[config.mk]
export PLATFORM = sky130hd
export DESIGN_NAME = axi_fanout_flat
export DESIGN_NICKNAME = d
export VERILOG_FILES = /design/src/rtl/axi_fanout_pkg.sv /design/src/rtl/axi_fanout_if.sv /design/src/rtl/axi_fanout.sv /design/src/flat_wrapper.sv
export SDC_FILE = /design/constraint.sdc
export NUM_CORES = 1
export LEC_CHECK = 0
export ABC_AREA = 1
export CAP_MARGIN = 20
export CORE_MARGIN = 2
export CORE_UTILIZATION = 43
export CTS_BUF_LIST = sky130_fd_sc_hd__clkbuf_16
export CTS_CLUSTER_DIAMETER = 120
export CTS_CLUSTER_SIZE = 28
export DETAILED_ROUTE_END_ITERATION = 8
export GPL_ROUTABILITY_DRIVEN = 0
export PLACE_DENSITY = 0.81
export RECOVER_POWER = 25
export SYNTH_ARGS = -nofsm -noshare
export SYNTH_HDL_FRONTEND = slang
export SYNTH_SLANG_ARGS = --single-unit
[constraint.sdc]
create_clock -name clk -period 1.95 [get_ports clk]
set_input_delay 0.2925 -clock clk [delete_from_list [all_inputs] [get_ports clk]]
set_output_delay 0.2925 -clock clk [all_outputs]
set_load 0.005 [all_outputs]
[src/rtl/axi_fanout_pkg.sv]
// Shared types for the axi_fanout stream replicator.
package axi_fanout_pkg;

   typedef enum logic {
      ST_SOP = 1'b0,
      ST_MID = 1'b1
   } pkt_state_e;

   // Packet position after a beat is loaded; single-beat packets stay at SOP.
   function automatic pkt_state_e next_pkt_state(input logic last);
      return last ? ST_SOP : ST_MID;
   endfunction

endpackage

[src/rtl/axi_fanout_if.sv]
// Stream bundle for axi_fanout: one input stream plus SIZE replicated output streams.
interface axi_fanout_if #(
   parameter int unsigned SIZE  = 2,
   parameter int unsigned WIDTH = 32
);
   logic [WIDTH-1:0]      i_tdata;
   logic                  i_tlast;
   logic                  i_tvalid;
   logic                  i_tready;
   logic [SIZE*WIDTH-1:0] o_tdata;
   logic [SIZE-1:0]       o_tlast;
   logic [SIZE-1:0]       o_tvalid;
   logic [SIZE-1:0]       o_tready;

   // Environment side: drives the input stream and consumes the outputs.
   modport master (
      output i_tdata, i_tlast, i_tvalid, o_tready,
      input  i_tready, o_tdata, o_tlast, o_tvalid
   );

   // Fanout side.
   modport slave (
      input  i_tdata, i_tlast, i_tvalid, o_tready,
      output i_tready, o_tdata, o_tlast, o_tvalid
   );
endinterface

[src/rtl/axi_fanout.sv]
// Replicates one AXI stream to SIZE outputs. Each output handshakes independently.
// A per-beat done mask stops a port from seeing the same beat twice.
module axi_fanout
   import axi_fanout_pkg::*;
#(
   parameter int unsigned SIZE  = 2,
   parameter int unsigned WIDTH = 32,
   parameter int unsigned CNT_W = 16
) (
   input  logic             clk,
   input  logic             reset,
   input  logic             clear,
   input  logic [SIZE-1:0]  en_mask,
   axi_fanout_if.slave      bus,
   output logic [CNT_W-1:0] dropped_pkts
);

   logic             hold_vld, hold_vld_nxt;
   logic [WIDTH-1:0] hold_data, hold_data_nxt;
   logic             hold_last, hold_last_nxt;
   logic [SIZE-1:0]  hold_mask, hold_mask_nxt;
   logic [SIZE-1:0]  pkt_mask, pkt_mask_nxt;
   logic [SIZE-1:0]  done, done_nxt;
   pkt_state_e       state, state_nxt;
   logic [CNT_W-1:0] drop_cnt, drop_cnt_nxt;

   logic [SIZE-1:0]  o_vld;
   logic [SIZE-1:0]  fire;
   logic [SIZE-1:0]  satisfied;
   logic [SIZE-1:0]  load_mask;
   logic             retire;
   logic             in_rdy;
   logic             load;

   always_comb begin
      o_vld     = {SIZE{hold_vld}} & hold_mask & ~done;
      fire      = o_vld & bus.o_tready;
      // A port is finished with the held beat if it already took it, is masked off,
      // or is taking it right now.
      satisfied = done | ~hold_mask | fire;
      retire    = hold_vld & (&satisfied);
      in_rdy    = ~hold_vld | retire;
      load      = bus.i_tvalid & in_rdy;
      load_mask = (state == ST_SOP) ? en_mask : pkt_mask;
   end

   always_comb begin
      hold_vld_nxt  = hold_vld;
      hold_data_nxt = hold_data;
      hold_last_nxt = hold_last;
      hold_mask_nxt = hold_mask;
      pkt_mask_nxt  = pkt_mask;
      state_nxt     = state;
      drop_cnt_nxt  = drop_cnt;

      if (load) begin
         hold_vld_nxt  = 1'b1;
         hold_data_nxt = bus.i_tdata;
         hold_last_nxt = bus.i_tlast;
         hold_mask_nxt = load_mask;
         pkt_mask_nxt  = load_mask;
         state_nxt     = next_pkt_state(bus.i_tlast);
      end else if (retire) begin
         hold_vld_nxt  = 1'b0;
      end

      done_nxt = retire ? '0 : (done | fire);

      // Last beat of a fully masked packet retiring counts as one drop.
      if (retire && hold_last && (hold_mask == '0) && (drop_cnt != '1)) begin
         drop_cnt_nxt = drop_cnt + CNT_W'(1);
      end
   end

   always_ff @(posedge clk or posedge reset) begin
      if (reset) begin
         hold_vld  <= 1'b0;
         hold_data <= '0;
         hold_last <= 1'b0;
         hold_mask <= '0;
         pkt_mask  <= '0;
         done      <= '0;
         state     <= ST_SOP;
         drop_cnt  <= '0;
      end else if (clear) begin
         hold_vld  <= 1'b0;
         hold_data <= '0;
         hold_last <= 1'b0;
         hold_mask <= '0;
         pkt_mask  <= '0;
         done      <= '0;
         state     <= ST_SOP;
         drop_cnt  <= '0;
      end else begin
         hold_vld  <= hold_vld_nxt;
         hold_data <= hold_data_nxt;
         hold_last <= hold_last_nxt;
         hold_mask <= hold_mask_nxt;
         pkt_mask  <= pkt_mask_nxt;
         done      <= done_nxt;
         state     <= state_nxt;
         drop_cnt  <= drop_cnt_nxt;
      end
   end

   assign bus.i_tready  = in_rdy;
   assign bus.o_tvalid  = o_vld;
   assign bus.o_tlast   = {SIZE{hold_last}} & o_vld;
   assign bus.o_tdata   = {SIZE{hold_data}};
   assign dropped_pkts  = drop_cnt;

endmodule

[src/flat_wrapper.sv]
// flat-port wrapper written by rule: the top's interface ports become plain ports
module axi_fanout_flat import axi_fanout_pkg::*;
#(
   parameter int unsigned SIZE  = 2,
   parameter int unsigned WIDTH = 32,
   parameter int unsigned CNT_W = 16
)
  (clk, reset, clear, en_mask, dropped_pkts, bus_i_tdata, bus_i_tlast, bus_i_tvalid, bus_o_tready, bus_i_tready, bus_o_tdata, bus_o_tlast, bus_o_tvalid);
  axi_fanout_if #(.SIZE(SIZE), .WIDTH(WIDTH)) bus_i ();
  input  logic clk;
  input  logic reset;
  input  logic clear;
  input  logic [SIZE-1:0] en_mask;
  output logic [CNT_W-1:0] dropped_pkts;
  input wire logic [$bits(bus_i.i_tdata)-1:0] bus_i_tdata;
  input wire logic [$bits(bus_i.i_tlast)-1:0] bus_i_tlast;
  input wire logic [$bits(bus_i.i_tvalid)-1:0] bus_i_tvalid;
  input wire logic [$bits(bus_i.o_tready)-1:0] bus_o_tready;
  output wire logic [$bits(bus_i.i_tready)-1:0] bus_i_tready;
  output wire logic [$bits(bus_i.o_tdata)-1:0] bus_o_tdata;
  output wire logic [$bits(bus_i.o_tlast)-1:0] bus_o_tlast;
  output wire logic [$bits(bus_i.o_tvalid)-1:0] bus_o_tvalid;
  assign bus_i.i_tdata = bus_i_tdata;
  assign bus_i.i_tlast = bus_i_tlast;
  assign bus_i.i_tvalid = bus_i_tvalid;
  assign bus_i.o_tready = bus_o_tready;
  assign bus_i_tready = bus_i.i_tready;
  assign bus_o_tdata = bus_i.o_tdata;
  assign bus_o_tlast = bus_i.o_tlast;
  assign bus_o_tvalid = bus_i.o_tvalid;
  axi_fanout #(.SIZE(SIZE), .WIDTH(WIDTH), .CNT_W(CNT_W)) u_core (.clk(clk), .reset(reset), .clear(clear), .en_mask(en_mask), .bus(bus_i), .dropped_pkts(dropped_pkts));
endmodule
==> flow_metrics.env <==
export IMPL_status="finished, final reports clean"
export IMPL_initialDrtViolationCount=145
export IMPL_peakVddDrop_mv=0.4171
export IMPL_tightest_slew_ns=0.9730
export IMPL_timing_reg2reg_setup_slack_ns=0.23
export IMPL_min_period_over_period_pct=96.93
export IMPL_max_freq_ghz=0.5290
export IMPL_yosys_area_share_adder_pct=0.4165
export IMPL_drc=0
export IMPL_maxCapViolCount=0
export IMPL_io_pins=126
export IMPL_synthSimpleGateAreaFrac_pct=34.90
export IMPL_synth_compound_area_share_pct=1.499
export IMPL_ys_seq_area_share_pct=45.81
export IMPL_synth_nets=431
export IMPL_path_common_cell="nor2_1"
export IMPL_ant_nets=0
export IMPL_syn_to_final_growth_pct=46.44
export IMPL_synth_top_area_share_pct=45.81
export IMPL_critical_path_max_fanout=2
export IMPL_yosysTopAreaCell="dfrtp_1"
export IMPL_maxSlewViolCount=0
export IMPL_synth_top_family_by_area="simple AND/OR/NAND/NOR gates"
export IMPL_hold_class="input pin to flop"
export IMPL_die_area_um2=7671
export IMPL_grt_pass1_wl_um=12460
export IMPL_core_um2=6794
export IMPL_power_density_nw_per_um2=595.6
export IMPL_critPathKind="flop to output pin"
export IMPL_synth_xor_area_share_pct=2.041
export IMPL_via_count=2825
export IMPL_synth_area_per_cell_um2=7.723
export IMPL_critical_path_arrival_ns=1.60
export IMPL_layout_drive_gt1_share_pct=7.724
export IMPL_netlist_instances=389
export IMPL_routed_wl_um=7603
export IMPL_critPathBufInv=2
export IMPL_dp_cells=579
export IMPL_fin_cells=588
export IMPL_grt_pass1_vias=2741
export IMPL_initial_core_util_pct=44.22
export IMPL_clk_latency_ns=0.29
export IMPL_synth_area_um2=3004
export IMPL_yosysWarningCount=0
export IMPL_row_count=30
export IMPL_ctsLongestPathBuffers=2
export IMPL_fin_area_um2=4399
export IMPL_worst_setup_path_start_kind="flop"
export IMPL_p_leak_nw=2.138
export IMPL_nets=533
export IMPL_critPathRequiredTime_ns=1.66
export IMPL_cts_max_level=2
export IMPL_die_w_um=87.59
export IMPL_detail_route_first_pass_iterations=4
export IMPL_vias_per_cell=4.804
export IMPL_yosys_top_cells_area="dfrtp_1, nand2_1, nand3_1"
export IMPL_post_dp_hpwl_um=5654
export IMPL_yosysUniqueCellTypes=25
export IMPL_io_buffers=125
export IMPL_cpPeakStageDelay_ns=0.50
export IMPL_cp_slowest_cell="clkdlybuf4s50_1"
export IMPL_chipHeight_um=87.59
export IMPL_critical_path_top_delay_family="buffers and inverters"
export IMPL_clk_pin_slew_worst_paths_ns=0.07
export IMPL_cts_tree="built"
export IMPL_finalSetupViolCount=0
export IMPL_ys_seq_elements=55
export IMPL_cp_cell_sequence="inv_1 > nor2_1 > nand2_1 > nor2_1 > clkdlybuf4s50_1"
export IMPL_finClkSkew_ns=0.005326
export IMPL_root_buffer="clkbuf_16"
export IMPL_grt_use_total_pct=20.44
export IMPL_cts_buffers=5
export IMPL_finalCriticalPeriod_ns=1.890
export IMPL_worst_slew_margin_rel_pct=35.06
export IMPL_antenna_found_initial=0
export IMPL_synth_mux_area_share_pct=0
export IMPL_rsz0062_at_grt="false"
export IMPL_wire_per_inst_um=12.93
export IMPL_report_final_hold_viol_count=0
export IMPL_end_kind="output pin"
export IMPL_cts_sinks=55
export IMPL_placed_area_um2=4238
export IMPL_grt_overflow=0
export IMPL_grt_start_max_net_pins=32
export IMPL_diodes=0
==> synthesized netlist by cell type <==
cell type and n:
a21oi_1 3, buf_1 4, buf_2 5, buf_4 32, buf_6 4, clkbuf_1 2
dfrtp_1 55, ha_1 1, inv_1 31, inv_2 3, nand2_1 119, nand2_2 2
nand2_4 1, nand3_1 72, nand3_2 1, nand4_1 7, nor2_1 28, nor2_2 1
nor2_4 2, nor2_8 1, nor3_1 2, o21ai_0 4, o21ai_1 2, xnor2_1 1
xor2_1 6
==> sequential cells by signal, indices dropped and copies added, names as in the netlist <==
name / flops
u_core.hold_data: 32
u_core.dropped_pkts: 16
u_core.done: 2
u_core.hold_mask: 2
u_core.hold_last: 1
u_core.hold_vld: 1
u_core.state: 1
==> placed cells by master (no fill, tap or decap) <==
master           instances
inv_2                    3
nor3_1                   2
clkinv_1                 1
nor2_4                   2
nand2_2                  2
dlygate4sd2_1            1
o21ai_2                  2
dfrtp_1                 55
clkinvlp_4               1
o21ai_0                  4
inv_1                   31
nor2_8                   1
nand4_1                  7
ha_1                     1
nand2_1                119
nor2_1                  27
clkdlybuf4s50_1        123
buf_12                   6
dlygate4sd3_1            1
buf_4                   11
a21oi_1                  3
nand2_4                  1
clkinv_4                 1
clkbuf_16                5
nand3_2                  1
xor2_1                   6
nor2_2                   2
nand3_1                 72
xnor2_1                  1
==> report_power, final <==
| part | switching [W] | leakage [nW] | total [W] | internal, W |
|---|---|---|---|---|
| sequential | 0.0000438 | 0.744 | 0.00124 | 0.00119 |
| clock | 0.000410 | 0.0674 | 0.000885 | 0.000475 |
| combinational | 0.000203 | 1.33 | 0.000499 | 0.000296 |
| total | 0.000657 | 2.14 | 0.00262 | 0.00196 |
==> final timing paths <==
path	startpoint	endpoint	depth (start not counted)
max	u_core.hold_mask[1]	bus_o_tlast[1]	5
min	bus_i_tdata[9]	u_core.hold_data[9]	3
max reg2reg	u_core.dropped_pkts[1]	u_core.dropped_pkts[14]	9
min reg2reg	u_core.done[1]	u_core.done[1]	2
max in group asynchronous	reset	u_core.dropped_pkts[13]	3
min in group asynchronous	reset	u_core.hold_data[12]	2
==> layer usage <==
| metal | vias up | share of wire [%] | routed length, µm | global-route usage (%) |
|---|---|---|---|---|
| met5 | - | 0 | 0 | 0 |
| met4 | 0 | 1.6 | 125 | 6.713 |
| met3 | 11 | 6.2 | 472 | 4.713 |
| met2 | 105 | 51 | 3854 | 35.12 |
| met1 | 1313 | 41 | 3150 | 25.48 |
| li1 | 1396 | - | - | - |
==> logic make-up (layout without fill, tap and decap cells) <==
group,count (synthesis),after routing
AND/OR/NAND/NOR,236,236
buffers and inverters,81,184
flip-flops,55,55
AO/OA/AOI/OAI,9,9
XOR/XNOR,7,7
adder cells (fa/ha/maj),1,1
==> what timing repair did <==
action	CTS	global route
setup buffers	1	0
resized for setup	3	1
hold buffers	0	0
pin swaps	0	0
setup endpoints to repair	1	1
==> worst register-to-register path: stages (launching register included) <==
cell	delay, ns
dfrtp_1	0.41
ha_1	0.30
inv_1	0.10
nor2_4	0.17
nand2_2	0.11
nor2_4	0.14
nor2_2	0.05
buf_4	0.19
nand3_1	0.10
nand2_1	0.05
==> cell type report <==
type	instances	area, µm²
Inverter	34	127.6
Sequential cell	55	1376
Timing Repair Buffer	142	1453
Tap cell	96	120.1
Clock buffer	5	125.1
Clock inverter	3	20.02
Fill cell	576	2395
Multi-Input combinational cell	253	1177
==> stage by stage <==
step	total power, W	utilization [%]	setup TNS [ns]	hold slack, ns	setup slack (ns)
2_1_floorplan	0.001470	-	0	0.3556	0.3146
3_3_place_gp	0.001745	62.38	-0.01206	0.5014	-0.01206
3_5_place_dp	0.001755	62.38	-0.06547	0.5121	-0.06547
4_1_cts	0.002654	64.71	0	0.3832	0.07034
5_1_grt	0.002730	64.75	0	0.5357	0.006530
6_report	0.002620	64.75	0	0.5265	0.05981
Note: power is estimated with default switching activity, not from simulation.
